[src/rtl/evt_pkg.sv]
// Shared types for the event-trigger scheduler and its neighbours in evt_top.
package evt_pkg;

    // Pulse FSM states
    typedef enum logic [1:0] {
        StIdle,
        StHigh,
        StGap
    } evt_state_e;

    // mode_i encodings: bit 0 selects the periodic source, bit 1 the IMU source
    typedef enum logic [1:0] {
        MODE_NONE     = 2'd0,
        MODE_PERIODIC = 2'd1,
        MODE_IMU      = 2'd2,
        MODE_BOTH     = 2'd3
    } evt_mode_e;

    localparam int unsigned EVT_ID_WIDTH = 5;

    // Trigger-event record handed to the event-stream merger
    typedef struct packed {
        logic [EVT_ID_WIDTH-1:0] id;
        logic                    pol;
    } trig_evt_t;

endpackage

[src/rtl/evt_sync_edge.sv]
// N-stage synchronizer for an asynchronous level, followed by a registered
// single-cycle rising-edge strobe.
module evt_sync_edge #(
    parameter int unsigned STAGES = 2
) (
    input  logic clk_i,
    input  logic rst_ni,
    input  logic async_i,
    output logic rise_o
);

    logic [STAGES-1:0] r_sync;
    logic              r_dly;
    logic              r_rise;

    // Synchronizer chain, delay flop for edge detection and registered strobe
    always_ff @(posedge clk_i or negedge rst_ni) begin
        if (!rst_ni) begin
            r_sync <= '0;
            r_dly  <= 1'b0;
            r_rise <= 1'b0;
        end else begin
            r_sync <= {r_sync[STAGES-2:0], async_i};
            r_dly  <= r_sync[STAGES-1];
            r_rise <= r_sync[STAGES-1] & ~r_dly;
        end
    end

    assign rise_o = r_rise;

endmodule

[src/rtl/evt_trig_scheduler.sv]
// Trigger scheduler: periodic timer and/or IMU interrupt requests drive a pulse
// FSM on the sensor EXTTRIG pin; every pulse edge emits an (id, pol) event.
module evt_trig_scheduler
    import evt_pkg::*;
#(
    parameter int unsigned TICK_WIDTH  = 24,
    parameter int unsigned ID_WIDTH    = 5,
    parameter int unsigned SYNC_STAGES = 2
) (
    input  logic                  clk_i,
    input  logic                  rst_ni,
    input  logic                  enable_i,
    input  logic [1:0]            mode_i,
    input  logic [TICK_WIDTH-1:0] period_i,
    input  logic [TICK_WIDTH-1:0] pulse_width_i,
    input  logic                  imu_int_i,
    input  logic                  clr_overrun_i,
    output logic                  exttrig_o,
    output logic                  trig_event_o,
    output logic [ID_WIDTH-1:0]   trig_id_o,
    output logic                  trig_pol_o,
    output logic                  busy_o,
    output logic                  overrun_o
);

    localparam logic [TICK_WIDTH-1:0] TickOne = TICK_WIDTH'(1);
    localparam logic [ID_WIDTH-1:0]   IdOne   = ID_WIDTH'(1);

    evt_state_e            r_state;
    logic                  r_exttrig;
    logic                  r_event;
    logic                  r_pol;
    logic [ID_WIDTH-1:0]   r_id;
    logic [TICK_WIDTH-1:0] r_width;
    logic [TICK_WIDTH-1:0] r_tcnt;
    logic                  r_pending;
    logic                  r_overrun;
    logic [TICK_WIDTH-1:0] r_period_cnt;
    logic [TICK_WIDTH-1:0] r_period_last;

    logic                  w_imu_rise;
    logic                  w_mode_per;
    logic                  w_mode_imu;
    logic                  w_per_run;
    logic                  w_per_chg;
    logic                  w_per_req;
    logic                  w_req;
    logic                  w_busy;
    logic                  w_start;
    logic                  w_pend_nxt;
    logic                  w_ovr_set;
    logic [TICK_WIDTH-1:0] w_pw;

    evt_sync_edge #(
        .STAGES (SYNC_STAGES)
    ) u_imu_sync (
        .clk_i   (clk_i),
        .rst_ni  (rst_ni),
        .async_i (imu_int_i),
        .rise_o  (w_imu_rise)
    );

    assign w_mode_per = (mode_i == MODE_PERIODIC) || (mode_i == MODE_BOTH);
    assign w_mode_imu = (mode_i == MODE_IMU) || (mode_i == MODE_BOTH);

    // A period change restarts the count and suppresses a request in that cycle
    assign w_per_run = enable_i & w_mode_per & (period_i != '0);
    assign w_per_chg = (period_i != r_period_last);
    assign w_per_req = w_per_run & ~w_per_chg & (r_period_cnt == period_i - TickOne);

    // Coincident periodic and IMU requests merge into a single request
    assign w_req      = enable_i & (w_per_req | (w_imu_rise & w_mode_imu));
    assign w_busy     = (r_state != StIdle);
    assign w_start    = w_req | (r_pending & enable_i);
    assign w_pend_nxt = enable_i & (r_pending | w_req);
    assign w_ovr_set  = w_busy & w_req & r_pending;
    assign w_pw       = (pulse_width_i == '0) ? TickOne : pulse_width_i;

    // Periodic counter: 0..period-1, held at 0 while the periodic source is off
    always_ff @(posedge clk_i or negedge rst_ni) begin
        if (!rst_ni) begin
            r_period_cnt  <= '0;
            r_period_last <= '0;
        end else begin
            r_period_last <= period_i;
            if (!w_per_run || w_per_chg || w_per_req) begin
                r_period_cnt <= '0;
            end else begin
                r_period_cnt <= r_period_cnt + TickOne;
            end
        end
    end

    // Pulse FSM with registered pin/event outputs, pending slot and sticky overrun
    always_ff @(posedge clk_i or negedge rst_ni) begin
        if (!rst_ni) begin
            r_state   <= StIdle;
            r_exttrig <= 1'b0;
            r_event   <= 1'b0;
            r_pol     <= 1'b0;
            r_id      <= '0;
            r_width   <= '0;
            r_tcnt    <= '0;
            r_pending <= 1'b0;
            r_overrun <= 1'b0;
        end else begin
            r_event <= 1'b0;
            if (w_ovr_set) begin
                r_overrun <= 1'b1;
            end else if (clr_overrun_i) begin
                r_overrun <= 1'b0;
            end
            unique case (r_state)
                StIdle: begin
                    if (w_start) begin
                        r_state   <= StHigh;
                        r_exttrig <= 1'b1;
                        r_event   <= 1'b1;
                        r_pol     <= 1'b1;
                        r_width   <= w_pw;
                        r_tcnt    <= w_pw - TickOne;
                        // A fresh request alongside a pending one queues behind it
                        r_pending <= r_pending & w_req;
                    end else begin
                        r_pending <= 1'b0;
                    end
                end
                StHigh: begin
                    if (r_tcnt == '0) begin
                        r_state   <= StGap;
                        r_exttrig <= 1'b0;
                        r_event   <= 1'b1;
                        r_pol     <= 1'b0;
                        r_tcnt    <= r_width - TickOne;
                    end else begin
                        r_tcnt <= r_tcnt - TickOne;
                    end
                    r_pending <= w_pend_nxt;
                end
                StGap: begin
                    // Id advances only once the falling event has been presented
                    if (r_event) begin
                        r_id <= r_id + IdOne;
                    end
                    if (r_tcnt == '0) begin
                        r_state <= StIdle;
                    end else begin
                        r_tcnt <= r_tcnt - TickOne;
                    end
                    r_pending <= w_pend_nxt;
                end
                default: begin
                    r_state <= StIdle;
                end
            endcase
        end
    end

    assign exttrig_o    = r_exttrig;
    assign trig_event_o = r_event;
    assign trig_pol_o   = r_pol;
    assign trig_id_o    = r_id;
    assign busy_o       = w_busy;
    assign overrun_o    = r_overrun;

endmodule

[config.mk]
export PLATFORM = sky130hd
export DESIGN_NAME = evt_trig_scheduler
export DESIGN_NICKNAME = d
export VERILOG_FILES = /design/src/rtl/evt_pkg.sv /design/src/rtl/evt_sync_edge.sv /design/src/rtl/evt_trig_scheduler.sv
export SDC_FILE = /design/constraint.sdc
export NUM_CORES = 1
export LEC_CHECK = 0
export ABC_AREA = 1
export ABC_CLOCK_PERIOD_IN_PS = 2000
export BUFFER_PORTS_ARGS = -buffer_cell sky130_fd_sc_hd__clkbuf_2
export CORE_ASPECT_RATIO = 0.75
export CORE_MARGIN = 2
export CORE_UTILIZATION = 25
export DETAILED_ROUTE_END_ITERATION = 10
export PLACE_DENSITY = 0.46
export SYNTH_ARGS = -nofsm -noshare
export SYNTH_HDL_FRONTEND = slang
export SYNTH_SLANG_ARGS = --single-unit
export TNS_END_PERCENT = 5
[constraint.sdc]
create_clock -name clk_i -period 2 [get_ports clk_i]
set_input_delay 0.2 -clock clk_i [delete_from_list [all_inputs] [get_ports clk_i]]
set_output_delay 0.2 -clock clk_i [all_outputs]
set_load 0.01 [all_outputs]
==> flow_metrics.py <==
metrics = {
    "outcome": {
        "outcome": "finished with violations",
        "violations": "setup timing",
    },
    "pwr": {
        "leakage_nw": 5.739,
        "irDropWorstVdd_mv": 0.3910,
        "p_sw_mw": 4.406,
        "pwr-share-clk": 0.177,
        "intPower_mw": 6.538,
        "power_density_mw_per_mm2": 952.7,
        "pwr-share-seq": 0.291,
        "swShare": 0.4026,
        "combPwrFrac": 0.532,
    },
    "layout": {
        "num-nets-final": 1515,
        "drive_gt1_frac": 0.3290,
        "n_antenna_cell": 0,
        "area_delta_synth_final_pct": 46.83,
        "final_util": 0.3701,
        "fin_cells": 1859,
    },
    "place": {
        "place_worst_setup_slack_ns": -0.6056,
        "place_congestion": 0.8490,
        "dp_hpwl_mm": 21.42,
        "io_buffers": 64,
        "place_inst": 1826,
    },
    "floorplan": {
        "die_w_um": 208.3,
        "start_util": 0.2521,
        "dieArea_mm2": 0.03274,
        "ioPinCount": 65,
        "placementRows": 56,
        "fp.coreArea_mm2": 0.03104,
        "die_h_um": 157.2,
    },
    "setup_path": {
        "rr_worst_depth": 17,
        "end_kind": "register",
        "required_ns": 2.27,
        "cpPeakStageDelay_ns": 0.39,
        "worstSetupStartpoint": "r_tcnt[0]",
        "endpoint": "r_tcnt[16]",
        "crit_fanout": 3,
        "r2r_start": "r_tcnt[0]",
        "crit_top_cell": "nand2_1",
        "crit_family": "simple AND/OR/NAND/NOR gates",
        "critPathLaunchType": "register",
        "r2r-end": "r_tcnt[16]",
        "cp_num_buf_inv": 3,
        "path_cells": "inv_2 -> ha_4 -> nand2_2 -> buf_4 -> nor3_4 -> nand2_1 -> nor2_1 -> nand2_2 -> nor2_4 -> buf_4 -> o21ai_0 -> a21oi_1 -> o21ai_1 -> nand3_1 -> nand2_1 -> nand3_2 -> nand2_1",
        "crit_path_top_delay_cell": "dfrtp_1",
        "worstSetupPathType": "reg -> reg",
        "rrSetupSlack_ns": -0.39,
        "path_depth": 17,
        "crit_arrival_ns": 2.65,
    },
    "detailed_routing": {
        "ant_nets": 0,
        "wl_per_cell_um": 14.93,
        "routed.top_layer": "met4",
        "vias_per_cell": 4.414,
        "drc": 0,
        "vias": 8205,
        "met1Wirelength_mm": 15.28,
        "routed_wl_mm": 27.76,
        "drt_iter0_markers": 501,
        "first_pass_iters": 5,
        "wl_met2_mm": 11.07,
        "wl_met3_mm": 1.123,
    },
    "timing": {
        "setup_violations": 78,
        "fin_skew_ns": 0.02169,
        "hold_viol": 0,
        "layout_setup_ws_ns": -0.3862,
        "setup_tns_ns": -19.22,
        "worstMarginPinSlew_ns": 0.7160,
        "maxSlewViolCount": 0,
        "relSlewSlack": 0.5227,
        "fmax_mhz": 419.1,
        "fin_crit_sh": 1.193,
        "fin_crit_ns": 2.386,
        "rsz0062_at_grt": "true",
    },
    "synthesis": {
        "yosysMostFrequentCell": "nand2_1",
        "yosys.area.top_type_share": 0.3550,
        "synth_edf_count": 0,
        "ys_top_cells_by_area": "dfrtp_1, nand2_1, inv_1",
        "yosysWarnings": 0,
        "synth-seq-cells": 111,
        "synth_largest_area_cell": "dfrtp_1",
        "ys_seq_area_frac": 0.3550,
        "ys_types": 46,
        "ys_top_cells_by_count": "nand2_1, inv_1, nor2_1",
        "synth.avg_cell_area_um2": 7.074,
        "synth.cell_area_mm2": 0.007824,
        "ys.flop_type": "dfrtp_1",
        "async_reset_ff_frac": 1.000,
        "syn_inst": 1106,
        "syn-num-nets": 1173,
    },
    "hold_path": {
        "hp-class": "in -> reg",
        "min_from": "period_i[17]",
        "hold_path_depth": 1,
    },
    "clocking": {
        "cts_htree_levels": 3,
        "clock_sinks": 111,
        "cts.path.max_buffers": 2,
        "clkSlewWorstSetupHoldPaths_ns": 0.09,
        "clock_latency_ns": 0.38,
        "cts_tree": "built",
        "numCtsBuffers": 9,
        "root_buffer": "clkbuf_16",
    },
    "grt": {
        "grt_pass1_vias": 7635,
        "antenna_found_initial": 0,
        "grt_remaining_overflow": 0,
        "grt_max_degree": 50,
        "grt_pass1_wl_mm": 42.61,
        "grt_use_total": 0.1677,
    },
    "flow_run": {
        "drv_cap": 0,
    },
}
[logic make-up (layout without fill, tap and decap cells)]
kind of cell               after synthesis  after routing  synth area share
AOI/OAI and AO/OA                      132            132           0.09676
adders and majority gates               12             12           0.01919
and+or+nand+nor                        603            604            0.3486
DFF                                    111            111            0.3550
xor gates and xnor gates                81             81           0.09068
buffers and inverters                  167            513           0.08972
[flip-flops by register name, indices dropped and copies added (netlist names)]
register	cells
overrun_o	1
trig_event_o	1
trig_pol_o	1
r_state	2
u_imu_sync.r_dly	1
r_pending	1
r_width	24
r_period_last	24
u_imu_sync.r_sync	2
r_period_cnt	24
u_imu_sync.rise_o	1
trig_id_o	5
r_tcnt	24
[how the worst min path moves through the flow]
stage                        endpoint
global route        r_period_last[17]
floorplan                   overrun_o
finish              r_period_last[17]
global placement           r_width[1]
CTS                 r_period_last[17]
detailed placement         r_width[3]
[what timing repair did]
item,CTS,global route
pin swaps,19,31
setup buffers,4,5
gates cloned,2,4
resized for setup,31,68
hold buffers,2,0
setup endpoints to repair,78,78
endpoints found under the hold margin,43,0
[layout make-up]
class,instances,area (um2)
Clock buffer,12,246.5
Timing Repair Buffer,352,2669
Sequential cell,111,2778
Fill cell,3271,19550
Tap cell,406,508.0
Multi-Input combinational cell,829,4684
Inverter,145,546.8
Clock inverter,4,55.05
[per-layer routing]
layer,up-vias,GRT usage
met1,3820,0.2679
met3,14,0.02215
li1,4218,-
met5,-,0
met4,0,0.03357
met2,153,0.2346
[power groups by stage]
stage               clock (mW)  combinational [mW]  sequential, mW
floorplan                    0                2.73            3.23
global placement             0                5.28            3.19
detailed placement           0                5.32            3.19
CTS                       2.01                5.56            3.15
global route              2.08                6.45            3.25
finish                    1.94                5.83            3.18
[cell usage in the layout, fill, tap and decap left out, types with 5 or more instances in the layout]
cell type / Yosys / final
nand2_2: 6 / 25
o21ai_1: 9 / 27
dfrtp_1: 111 / 111
inv_1: 142 / 140
buf_12: 2 / 7
o21ai_0: 54 / 35
nor2_4: 6 / 15
nor2_2: 13 / 15
o21ai_2: 6 / 7
o21a_1: 5 / 5
nand2_4: 3 / 5
clkbuf_16: 0 / 12
a21oi_1: 31 / 27
nand3_2: 13 / 17
nand3b_1: 5 / 5
buf_4: 4 / 271
xor2_1: 48 / 47
nand2_1: 284 / 261
nand4_1: 20 / 20
clkbuf_2: 0 / 63
nand3_1: 69 / 62
buf_6: 3 / 5
ha_1: 12 / 10
xnor2_1: 33 / 33
nor2_1: 141 / 130
o22ai_1: 10 / 9
nor3_1: 26 / 25
[stage by stage]
stage	cell area, um2	power [mW]	hold WS (ns)
floorplan	7841	5.961	-0.09559
global placement	10640	8.477	0.2979
detailed placement	10640	8.516	0.3002
CTS	11160	10.72	0.003900
global route	11490	11.78	0.001989
finish	11490	10.94	0.01180
Power figures use the tool's default switching activity.
